`config.mk`:
```
export PLATFORM = sky130hd
export DESIGN_NAME = pipe_stage_regs
export DESIGN_NICKNAME = d
export VERILOG_FILES = /design/src/rtl/pipe_stage_regs.sv
export SDC_FILE = /design/constraint.sdc
export NUM_CORES = 1
export LEC_CHECK = 0
export CAP_MARGIN = 10
export CORE_AREA = 2 2 193 195
export CTS_BUF_LIST = sky130_fd_sc_hd__clkbuf_2 sky130_fd_sc_hd__clkbuf_4 sky130_fd_sc_hd__clkbuf_8
export DETAILED_ROUTE_END_ITERATION = 8
export DIE_AREA = 0 0 195 197
export PLACE_DENSITY = 0.67
export SYNTH_ARGS = -nofsm -noshare
export SYNTH_HDL_FRONTEND = slang
export SYNTH_SLANG_ARGS = --single-unit
```
`constraint.sdc`:
```
create_clock -name clk -period 3.35 [get_ports clk]
set_clock_uncertainty 0.2 [all_clocks]
set_input_delay 0.67 -clock clk [delete_from_list [all_inputs] [get_ports clk]]
set_output_delay 0.67 -clock clk [all_outputs]
set_load 0.03 [all_outputs]
```
`src/rtl/pipe_stage_regs.sv`:
```
// pipe_stage_regs
// ---------------------------------------------------------------------------
// This module holds the front-end pipeline registers of the pipelined MIPS core:
//   - the PC register (fetch stage),
//   - the IF/ID register, which can hold (stall_d) or squash (pc_src_d),
//   - the ID/EX register, which can bubble (clr_e) but never holds.
// It also keeps two saturating 16-bit event counters:
//   - stall_cnt counts cycles with decode stalled,
//   - flush_cnt counts cycles with any flush event.
//
// Ports
//   clk, rst_n        clock, asynchronous active-low reset
//   stall_f, stall_d  hold the PC register / the IF/ID register
//   clr_e             flush ID/EX to a bubble
//   pc_src_d          taken redirect from decode; squashes IF/ID
//   cnt_clr           synchronous clear of both counters
//   pc_next_f, instr_f, pc_plus4_f                  fetch-side inputs
//   ctrl_d, rd1_d, rd2_d, sext_imm_d, rf_wa_d       decode-side inputs
//   pc_f                                            current fetch PC
//   instr_d, pc_plus4_d, valid_d                    IF/ID contents
//   instr_e, ctrl_e, rd1_e, rd2_e, sext_imm_e,
//   rf_wa_e, valid_e                                ID/EX contents
//   stall_cnt, flush_cnt                            saturating event counters
//
// Every output comes straight from a flop. No path from an input to an
// output is combinational.
// ---------------------------------------------------------------------------
module pipe_stage_regs #(
    parameter logic [31:0] RESET_PC = 32'h0000_0000,
    parameter int          CTRL_W   = 12
) (
    input  logic              clk,
    input  logic              rst_n,
    input  logic              stall_f,
    input  logic              stall_d,
    input  logic              clr_e,
    input  logic              pc_src_d,
    input  logic              cnt_clr,
    input  logic [31:0]       pc_next_f,
    input  logic [31:0]       instr_f,
    input  logic [31:0]       pc_plus4_f,
    input  logic [CTRL_W-1:0] ctrl_d,
    input  logic [31:0]       rd1_d,
    input  logic [31:0]       rd2_d,
    input  logic [31:0]       sext_imm_d,
    input  logic [4:0]        rf_wa_d,
    output logic [31:0]       pc_f,
    output logic [31:0]       instr_d,
    output logic [31:0]       pc_plus4_d,
    output logic              valid_d,
    output logic [31:0]       instr_e,
    output logic [31:0]       rd1_e,
    output logic [31:0]       rd2_e,
    output logic [31:0]       sext_imm_e,
    output logic [CTRL_W-1:0] ctrl_e,
    output logic [4:0]        rf_wa_e,
    output logic              valid_e,
    output logic [15:0]       stall_cnt,
    output logic [15:0]       flush_cnt
);

    localparam logic [15:0] CNT_MAX = 16'hFFFF;

    // Fetch stage
    logic [31:0]       pc_q, pc_d;

    // IF/ID register
    logic [31:0]       ifid_instr_q, ifid_instr_d;
    logic [31:0]       ifid_pc4_q, ifid_pc4_d;
    logic              ifid_valid_q, ifid_valid_d;

    // ID/EX register
    logic [31:0]       idex_instr_q, idex_instr_d;
    logic [31:0]       idex_rd1_q, idex_rd1_d;
    logic [31:0]       idex_rd2_q, idex_rd2_d;
    logic [31:0]       idex_imm_q, idex_imm_d;
    logic [CTRL_W-1:0] idex_ctrl_q, idex_ctrl_d;
    logic [4:0]        idex_wa_q, idex_wa_d;
    logic              idex_valid_q, idex_valid_d;

    // Counters
    logic [15:0]       stall_cnt_q, stall_cnt_d;
    logic [15:0]       flush_cnt_q, flush_cnt_d;

    // A redirect only squashes IF/ID when decode is not stalled. A redirect
    // that coincides with a bubble counts as one flush event, not two.
    logic              flush_evt;
    assign flush_evt = clr_e | (pc_src_d & ~stall_d);

    // PC register
    always_comb begin
        pc_d = pc_q;
        if (!stall_f) begin
            pc_d = pc_next_f;
        end
    end

    // IF/ID register: stall beats redirect because a branch that is held in
    // decode has not been resolved yet.
    always_comb begin
        ifid_instr_d = ifid_instr_q;
        ifid_pc4_d   = ifid_pc4_q;
        ifid_valid_d = ifid_valid_q;
        if (stall_d) begin
            ifid_instr_d = ifid_instr_q;
            ifid_pc4_d   = ifid_pc4_q;
            ifid_valid_d = ifid_valid_q;
        end else if (pc_src_d) begin
            ifid_instr_d = 32'h0;
            ifid_pc4_d   = 32'h0;
            ifid_valid_d = 1'b0;
        end else begin
            ifid_instr_d = instr_f;
            ifid_pc4_d   = pc_plus4_f;
            ifid_valid_d = 1'b1;
        end
    end

    // ID/EX register: either bubble or load, never hold.
    always_comb begin
        idex_instr_d = ifid_instr_q;
        idex_rd1_d   = rd1_d;
        idex_rd2_d   = rd2_d;
        idex_imm_d   = sext_imm_d;
        idex_wa_d    = rf_wa_d;
        idex_valid_d = ifid_valid_q;
        // A squashed decode slot must not carry live control (e.g. we_reg)
        // into EX, even though its other fields pass through.
        idex_ctrl_d  = ifid_valid_q ? ctrl_d : '0;
        if (clr_e) begin
            idex_instr_d = 32'h0;
            idex_rd1_d   = 32'h0;
            idex_rd2_d   = 32'h0;
            idex_imm_d   = 32'h0;
            idex_wa_d    = 5'd0;
            idex_valid_d = 1'b0;
            idex_ctrl_d  = '0;
        end
    end

    // Saturating counters. A clear wins over an increment in the same cycle.
    always_comb begin
        stall_cnt_d = stall_cnt_q;
        flush_cnt_d = flush_cnt_q;
        if (cnt_clr) begin
            stall_cnt_d = 16'h0;
            flush_cnt_d = 16'h0;
        end else begin
            if (stall_d && (stall_cnt_q != CNT_MAX)) begin
                stall_cnt_d = stall_cnt_q + 16'd1;
            end
            if (flush_evt && (flush_cnt_q != CNT_MAX)) begin
                flush_cnt_d = flush_cnt_q + 16'd1;
            end
        end
    end

    always_ff @(posedge clk or negedge rst_n) begin
        if (!rst_n) begin
            pc_q         <= RESET_PC;
            ifid_instr_q <= 32'h0;
            ifid_pc4_q   <= 32'h0;
            ifid_valid_q <= 1'b0;
            idex_instr_q <= 32'h0;
            idex_rd1_q   <= 32'h0;
            idex_rd2_q   <= 32'h0;
            idex_imm_q   <= 32'h0;
            idex_ctrl_q  <= '0;
            idex_wa_q    <= 5'd0;
            idex_valid_q <= 1'b0;
            stall_cnt_q  <= 16'h0;
            flush_cnt_q  <= 16'h0;
        end else begin
            pc_q         <= pc_d;
            ifid_instr_q <= ifid_instr_d;
            ifid_pc4_q   <= ifid_pc4_d;
            ifid_valid_q <= ifid_valid_d;
            idex_instr_q <= idex_instr_d;
            idex_rd1_q   <= idex_rd1_d;
            idex_rd2_q   <= idex_rd2_d;
            idex_imm_q   <= idex_imm_d;
            idex_ctrl_q  <= idex_ctrl_d;
            idex_wa_q    <= idex_wa_d;
            idex_valid_q <= idex_valid_d;
            stall_cnt_q  <= stall_cnt_d;
            flush_cnt_q  <= flush_cnt_d;
        end
    end

    assign pc_f       = pc_q;
    assign instr_d    = ifid_instr_q;
    assign pc_plus4_d = ifid_pc4_q;
    assign valid_d    = ifid_valid_q;
    assign instr_e    = idex_instr_q;
    assign rd1_e      = idex_rd1_q;
    assign rd2_e      = idex_rd2_q;
    assign sext_imm_e = idex_imm_q;
    assign ctrl_e     = idex_ctrl_q;
    assign rf_wa_e    = idex_wa_q;
    assign valid_e    = idex_valid_q;
    assign stall_cnt  = stall_cnt_q;
    assign flush_cnt  = flush_cnt_q;

endmodule

```
==> run metrics, run 1 <==
r2r setup slk=approximately 1.1 ns; Pint=between 0.006 and 0.007 W; Final Power=0.00831 W; GPL Wtd Cong=slightly above 0.8; routed len/inst=between 15 and 20 um; TritonCTS buffer count=49; Port Buffers=490; Final Hold Viols=0; Tcrit/Tclk final=80.0%; crit end category=output pin; leak pwr=7.10 nW; Starting Density=28.5%; yosys warns=0; root buffer cell=clkbuf_8; aggregate routed wire length=around 33,000 um; First-pass DRT Iterations=4; Slew HR=36.2%; Slowest cell on crit path=clkdlybuf4s50_1; switching pwr=0.00219 W; Netlist Area Pre-Place=10,300 sq um; worst path bufs/invs=1; Avg Cell Area, Syn=approximately 12 sq um; post-detail-place hpwl=24,100 um; share of layout cells above drive strength 1=a little over a tenth; Worst-Margin Slew=0.958 ns; CP Max Fanout=7; critical path arrival=about 1.8 ns; Finished Core Util=46.4%; count of final setup violators=0; top_reg_cell synth=dfrtp_1; total number of vias=8,193; setup tns final=0 ns; CORE AREA=36,300 sq um; largest net degree at the start of global routing=approximately 110; CTS sink cnt=between 200 and 300; sequential share of the synthesized area=between 60% and 70%; HP Class=flip-flop to flip-flop; Mapped Nets=1,058; die area=just under 40,000 sq um; crit-path cells=clkdlybuf4s50_1; Worst setup SP type=flip-flop; CTS Buffer Depth=3; Crit path largest cell delay=0.75 ns; Unique masters post-synth=49; first-pass GRT wire length=50,900 um; PD cells=about 490 nW/um^2; # nets final=~1,600; asr flop ratio synth=100%; insertion delay to the later sink of the worst-skew pair=between 0.5 and 0.6 ns; DRC=0; grt total ovfl=0; Layout area overhead=62.9%; vias per std cell=4.41; VDD IR max=~0.27 mV; die width=between 150 and 200 um; TritonCTS clock tree=yes; worst endpoint required time=approximately 2.5 ns; Comb pwr share=17.3%; 1st-iter DRT viols=272; Slew Viols, Final=0; floorplan row count=70; flops & latches, synth=275; kind of critical path=flip-flop to output pin; delay-heaviest family, CP=buffers and inverters; Sw Share=26.4%; Total Routing Usage GR=17.0%; hold_ws=around 0.29 ns; setup repair after global routing missed its margin=false; Sequential Power Share=43.4%; initial antenna violation count=2; MaxCap Viol Count=0; Setup Fix Bufs, Post-CTS=0; Post-synth EDFFs=0; ANT nets after route=0; minimum clock period after layout=2.68 ns; CTS HTree Levels=2; I/O pin count=491; vias in the first global route=8,601; clock power share=39.2%; clk slew on worst S/H paths=about 0.050 ns; Die H=197 um; outcome=finished, final reports clean; Fmax achieved=373 MHz; synthesized instance count=840
-- per-stage QoR --
step	instance area, sq um	std cells	setup WS [ns]
3_3_place_gp	15800	1769	0.835
4_1_cts	16800	1855	0.618
6_report	16800	1856	0.669
3_5_place_dp	15800	1769	0.795
2_1_floorplan	10300	840	1.06
5_1_grt	16800	1856	0.569
-- state kept, by name, indices dropped and copies added (netlist names) --
signal      cells
instr_d        32
instr_e        32
pc_f           32
pc_plus4_d     32
rd1_e          32
rd2_e          32
sext_imm_e     32
flush_cnt      16
stall_cnt      16
ctrl_e         12
rf_wa_e         5
valid_d         1
valid_e         1
-- layout by cell type (no fill, tap or decap), drive strengths merged, types with 3 or more instances in the layout --
| master | instances |
|---|---|
| nand3 | 9 |
| nor2b | 141 |
| buf | 21 |
| or3 | 6 |
| clkdlybuf4s50 | 486 |
| o41ai | 3 |
| nand2 | 74 |
| nand2b | 61 |
| a211oi | 4 |
| mux2 | 37 |
| and4 | 5 |
| and2 | 14 |
| o31ai | 10 |
| o21ai | 70 |
| clkinv | 3 |
| nor2 | 10 |
| nor3 | 3 |
| nor4 | 3 |
| nand4 | 8 |
| a22o | 3 |
| dfrtp | 275 |
| clkbuf | 78 |
| inv | 5 |
| a21oi | 19 |
| or4 | 11 |
-- worst paths after layout --
check / cells past startpoint / endpoint / start
worst max-delay path: 1 / flush_cnt[6] / flush_cnt[6]$_DFFE_PN0P_
worst min-delay path: 2 / pc_plus4_d[25]$_DFFE_PN0N_ / pc_plus4_d[25]$_DFFE_PN0N_
worst max register to register: 5 / stall_cnt[0]$_DFFE_PN0P_ / stall_cnt[0]$_DFFE_PN0P_
worst min register to register: 2 / pc_plus4_d[25]$_DFFE_PN0N_ / pc_plus4_d[25]$_DFFE_PN0N_
max in group asynchronous: 3 / rd1_e[21]$_DFF_PN0_ / rst_n
min in group asynchronous: 2 / rd2_e[10]$_DFF_PN0_ / rst_n
-- logic make-up after synthesis --
| kind of cell | Yosys count | share of synthesized area, % |
|---|---|---|
| buffers and inverters | 51 | 1.91 |
| AO/OA/AOI/OAI | 125 | 7.34 |
| multiplexers | 39 | 4.22 |
| flip-flops | 275 | 66.6 |
| adder cells (fa/ha/maj) | 2 | 0.242 |
| AND/OR/NAND/NOR | 348 | 19.7 |
-- cell type report --
| class | count | area, sq um |
|---|---|---|
| antenna | 1 | 2.50 |
| clock buffer | 78 | 942 |
| clock inverter | 7 | 90.1 |
| fill | 3345 | 19400 |
| inverter | 5 | 18.8 |
| multi-input combinational | 514 | 3260 |
| sequential | 275 | 6880 |
| tap | 468 | 586 |
| timing repair buffer | 508 | 5060 |
-- layer usage --
| metal | track usage [%] | vias up | share of wire [%] |
|---|---|---|---|
| met5 | 0 | - | 0.039 |
| met4 | 5.54 | 2 | 2.4 |
| met3 | 5.82 | 60 | 8.6 |
| met2 | 28.8 | 329 | 49 |
| met1 | 20.4 | 3964 | 39 |
| li1 | - | 3838 | - |
-- Yosys cell counts, types with 5 or more instances --
cell type / count / area [sq um]
a21oi_1: 19 / 95.1
and2_1: 14 / 87.6
buf_1: 6 / 22.5
clkbuf_1: 37 / 139
dfrtp_1: 275 / 6880
inv_1: 5 / 18.8
mux2_2: 36 / 405
nand2_1: 74 / 278
nand2b_1: 61 / 382
nand3_1: 9 / 45.0
nand4_1: 7 / 43.8
nor2_1: 10 / 37.5
nor2b_1: 140 / 876
o21ai_0: 70 / 350
o31ai_1: 10 / 75.1
or3_1: 6 / 37.5
or4_1: 11 / 82.6
-- power groups by stage --
stage / registers, W / clock network (W) / logic, W
after floorplan: 0.00405 / 0 / 0.000239
after global placement: 0.00366 / 0 / 0.00144
after detailed placement: 0.00367 / 0 / 0.00146
after CTS: 0.00361 / 0.00338 / 0.00146
after global routing: 0.00364 / 0.00353 / 0.00153
final: 0.00361 / 0.00326 / 0.00144
-- worst register-to-register path, delay by kind of cell (launching register included) --
| kind | cells | cell delay [ns] |
|---|---|---|
| mux | 1 | 0.34 |
| simple gates | 3 | 0.89 |
| fa+ha+maj | 1 | 0.25 |
| flops | 1 | 0.43 |
-- timing repair --
action	4_1_cts	5_1_grt
gates resized for setup	0	0
hold buffers	1	0
hold endpoints to repair	87	0
Power figures use the tool's default switching activity.
==> run 2, diff against run 1 <==
--- a/config.mk
+++ b/config.mk
@@ -6,11 +6,11 @@
 export NUM_CORES = 1
 export LEC_CHECK = 0
 export CAP_MARGIN = 10
-export CORE_AREA = 2 2 193 195
+export CORE_AREA = 2 2 189 191
 export CTS_BUF_LIST = sky130_fd_sc_hd__clkbuf_2 sky130_fd_sc_hd__clkbuf_4 sky130_fd_sc_hd__clkbuf_8
 export DETAILED_ROUTE_END_ITERATION = 8
-export DIE_AREA = 0 0 195 197
-export PLACE_DENSITY = 0.67
+export DIE_AREA = 0 0 191 193
+export PLACE_DENSITY = 0.72
 export SYNTH_ARGS = -nofsm -noshare
 export SYNTH_HDL_FRONTEND = slang
 export SYNTH_SLANG_ARGS = --single-unit
==> constraint.sdc (replaced) <==
create_clock -name clk -period 2.16 [get_ports clk]
set_clock_uncertainty 0.2 [all_clocks]
set_input_delay 0.432 -clock clk [delete_from_list [all_inputs] [get_ports clk]]
set_output_delay 0.432 -clock clk [all_outputs]
set_load 0.03 [all_outputs]
==> run metrics, run 2 (same netlist as run 1, synthesis figures left out) <==
outcome=finished, final reports clean (unchanged); Slowest cell on crit path=dlygate4sd2_1 (was clkdlybuf4s50_1); root buffer cell=clkbuf_8 (unchanged); total number of vias=8,187 (was 8,193); vias in the first global route=8,241 (was 8,601); Die H=193 um (was 197 um); die width=191 um (was 195 um); CP Max Fanout=3 (was 7); floorplan row count=69 (was 70); critical path arrival=1.47 ns (was 1.81 ns); leak pwr=8.00 nW (was 7.10 nW); Total Routing Usage GR=17.0% (about the same); Fmax achieved=476 MHz; CTS HTree Levels=2 (unchanged); setup repair after global routing missed its margin=false (unchanged); CTS sink cnt=275 (unchanged); PD cells=749 nW/um^2 (was 494 nW/um^2); # nets final=1,577 (was 1,571); Comb pwr share=16.5% (was 17.3%); Final Power=0.0124 W (was 0.00831 W); capture point of the worst reg-to-reg path=flush_cnt[12]$_DFFE_PN0P_ (was stall_cnt[0]$_DFFE_PN0P_); First-pass DRT Iterations=4 (unchanged); Setup Fix Bufs, Post-CTS=0 (unchanged); r2r setup slk=0.11 ns (was 1.13 ns); largest net degree at the start of global routing=135 (was 108); crit path launch=instr_d[25]$_DFFE_PN0N_ (was flush_cnt[6]$_DFFE_PN0P_); setup tns final=0 ns (unchanged); FF-to-FF Start=flush_cnt[2]$_DFFE_PN0P_ (was stall_cnt[0]$_DFFE_PN0P_); Crit path largest cell delay=0.49 ns (was 0.75 ns); Port Buffers=490 (unchanged); initial antenna violation count=3 (was 2); clk slew on worst S/H paths=0.06 ns (was 0.05 ns); share of layout cells above drive strength 1=11.7% (was 10.8%); Starting Density=29.6% (was 28.5%); crit end category=output pin (unchanged); delay-heaviest family, CP=buffers and inverters (unchanged); most frequent cells in the layout=dfrtp_1, dlygate4sd2_1, clkdlybuf4s50_1 (was clkdlybuf4s50_1, dfrtp_1, nor2b_1); crit-path cells=dlygate4sd2_1 (was clkdlybuf4s50_1); TritonCTS clock tree=yes (unchanged); clock power share=38.5% (was 39.2%); Sw Share=27.5% (was 26.4%); Layout area overhead=60.3% (was 62.9%); Pint=0.00900 W (was 0.00612 W); minimum clock period after layout=2.10 ns; aggregate routed wire length=32,500 um (was 33,000 um); Tcrit/Tclk final=97.3%; Slew Viols, Final=0 (unchanged); vias per std cell=4.41 (about the same); CORE AREA=35,000 sq um (was 36,300 sq um); TritonCTS buffer count=47 (was 49); insertion delay to the later sink of the worst-skew pair=0.56 ns (about the same); MaxCap Viol Count=0 (unchanged); 1st-iter DRT viols=278 (was 272); worst path bufs/invs=1 (unchanged); kind of critical path=flip-flop to output pin (unchanged); worst endpoint required time=1.53 ns (was 2.48 ns); HP Class=input port to asynchronous set/reset pin (was flip-flop to flip-flop); ANT nets after route=0 (unchanged); Final Hold Viols=0 (unchanged); VDD IR max=0.432 mV (was 0.271 mV); I/O pin count=491 (unchanged); commonest non-fill, non-tap cell in the layout=dfrtp_1 (was clkdlybuf4s50_1); post-detail-place hpwl=23,900 um (was 24,100 um); DRC=0 (unchanged); Sequential Power Share=45.0% (was 43.4%); routed len/inst=17.5 um (was 17.8 um); GPL Wtd Cong=0.833 (was 0.816); first-pass GRT wire length=48,300 um (was 50,900 um); die area=36,900 sq um (was 38,400 sq um); Slew HR=61.6% (was 36.2%); switching pwr=0.00342 W (was 0.00219 W); Worst setup SP type=flip-flop (unchanged); Worst-Margin Slew=0.576 ns (was 0.958 ns); count of final setup violators=0 (unchanged); grt total ovfl=0 (unchanged); hold_ws=0.207 ns (was 0.290 ns); FF-to-FF path depth=5 (unchanged); CTS Buffer Depth=3 (unchanged)
==> run 2: how the worst max path moves through the flow <==
stage,to,slack [ns],cells after the start
after floorplan,flush_cnt[14]$_DFFE_PN0P_,0.02,4
after global placement,flush_cnt[12]$_DFFE_PN0P_,0.08,7
after detailed placement,flush_cnt[12]$_DFFE_PN0P_,0.05,7
after CTS,flush_cnt[2],0.002,1
after global routing,stall_cnt[12],0.002,1
final,instr_d[25],0.06,1
==> run 2: what timing repair did <==
| action | in CTS | in global routing |
|---|---|---|
| gates resized for setup | 274 | 20 |
| pin swaps | 0 | 1 |
| hold buffers | 2 | 0 |
| setup endpoints to repair | 274 | 17 |
| endpoints found under the hold margin | 53 | 0 |
==> run 2: power by group through the flow <==
| stage | combinational, W | sequential [W] | clock [W] |
|---|---|---|---|
| after detailed placement | 0.00228 | 0.00569 | 0 |
| after global placement | 0.00226 | 0.00568 | 0 |
| after global routing | 0.00218 | 0.00562 | 0.00523 |
| final | 0.00205 | 0.00559 | 0.00478 |
| after CTS | 0.00208 | 0.00559 | 0.00494 |
| after floorplan | 0.000370 | 0.00629 | 0 |
==> run 2: cell type report <==
class | count | area [sq um]
tap | 461 | 577
inverter | 5 | 18.8
timing repair buffer | 516 | 4850
multi-input combinational | 514 | 3260
clock inverter | 8 | 56.3
antenna | 1 | 2.50
sequential | 275 | 6880
clock buffer | 75 | 913
fill | 3249 | 18400
==> run 2: through the flow <==
| stage | cell area [sq um] | cells | setup slack (ns) | utilization, % |
|---|---|---|---|---|
| finish | 16600 | 1855 | 0.0584 | 47.4 |
| global route | 16600 | 1855 | 0.00189 | 47.4 |
| CTS | 16600 | 1854 | 0.00166 | 47.4 |
| detailed placement | 15900 | 1769 | 0.0479 | 45.5 |
| global placement | 15900 | 1769 | 0.0751 | 45.5 |
| floorplan | 10300 | 840 | 0.0183 | - |
==> run 2: metal layers <==
| layer | vias up | wire length (um) | GRT usage, % | part of all wire [%] |
|---|---|---|---|---|
| li1 | 3856 | - | - | - |
| met3 | 51 | 2960 | 6.06 | 9.1 |
| met4 | 2 | 597 | 5.01 | 1.8 |
| met2 | 335 | 15900 | 28.9 | 49 |
| met5 | - | 14 | 0 | 0.043 |
| met1 | 3943 | 13100 | 20.2 | 40 |
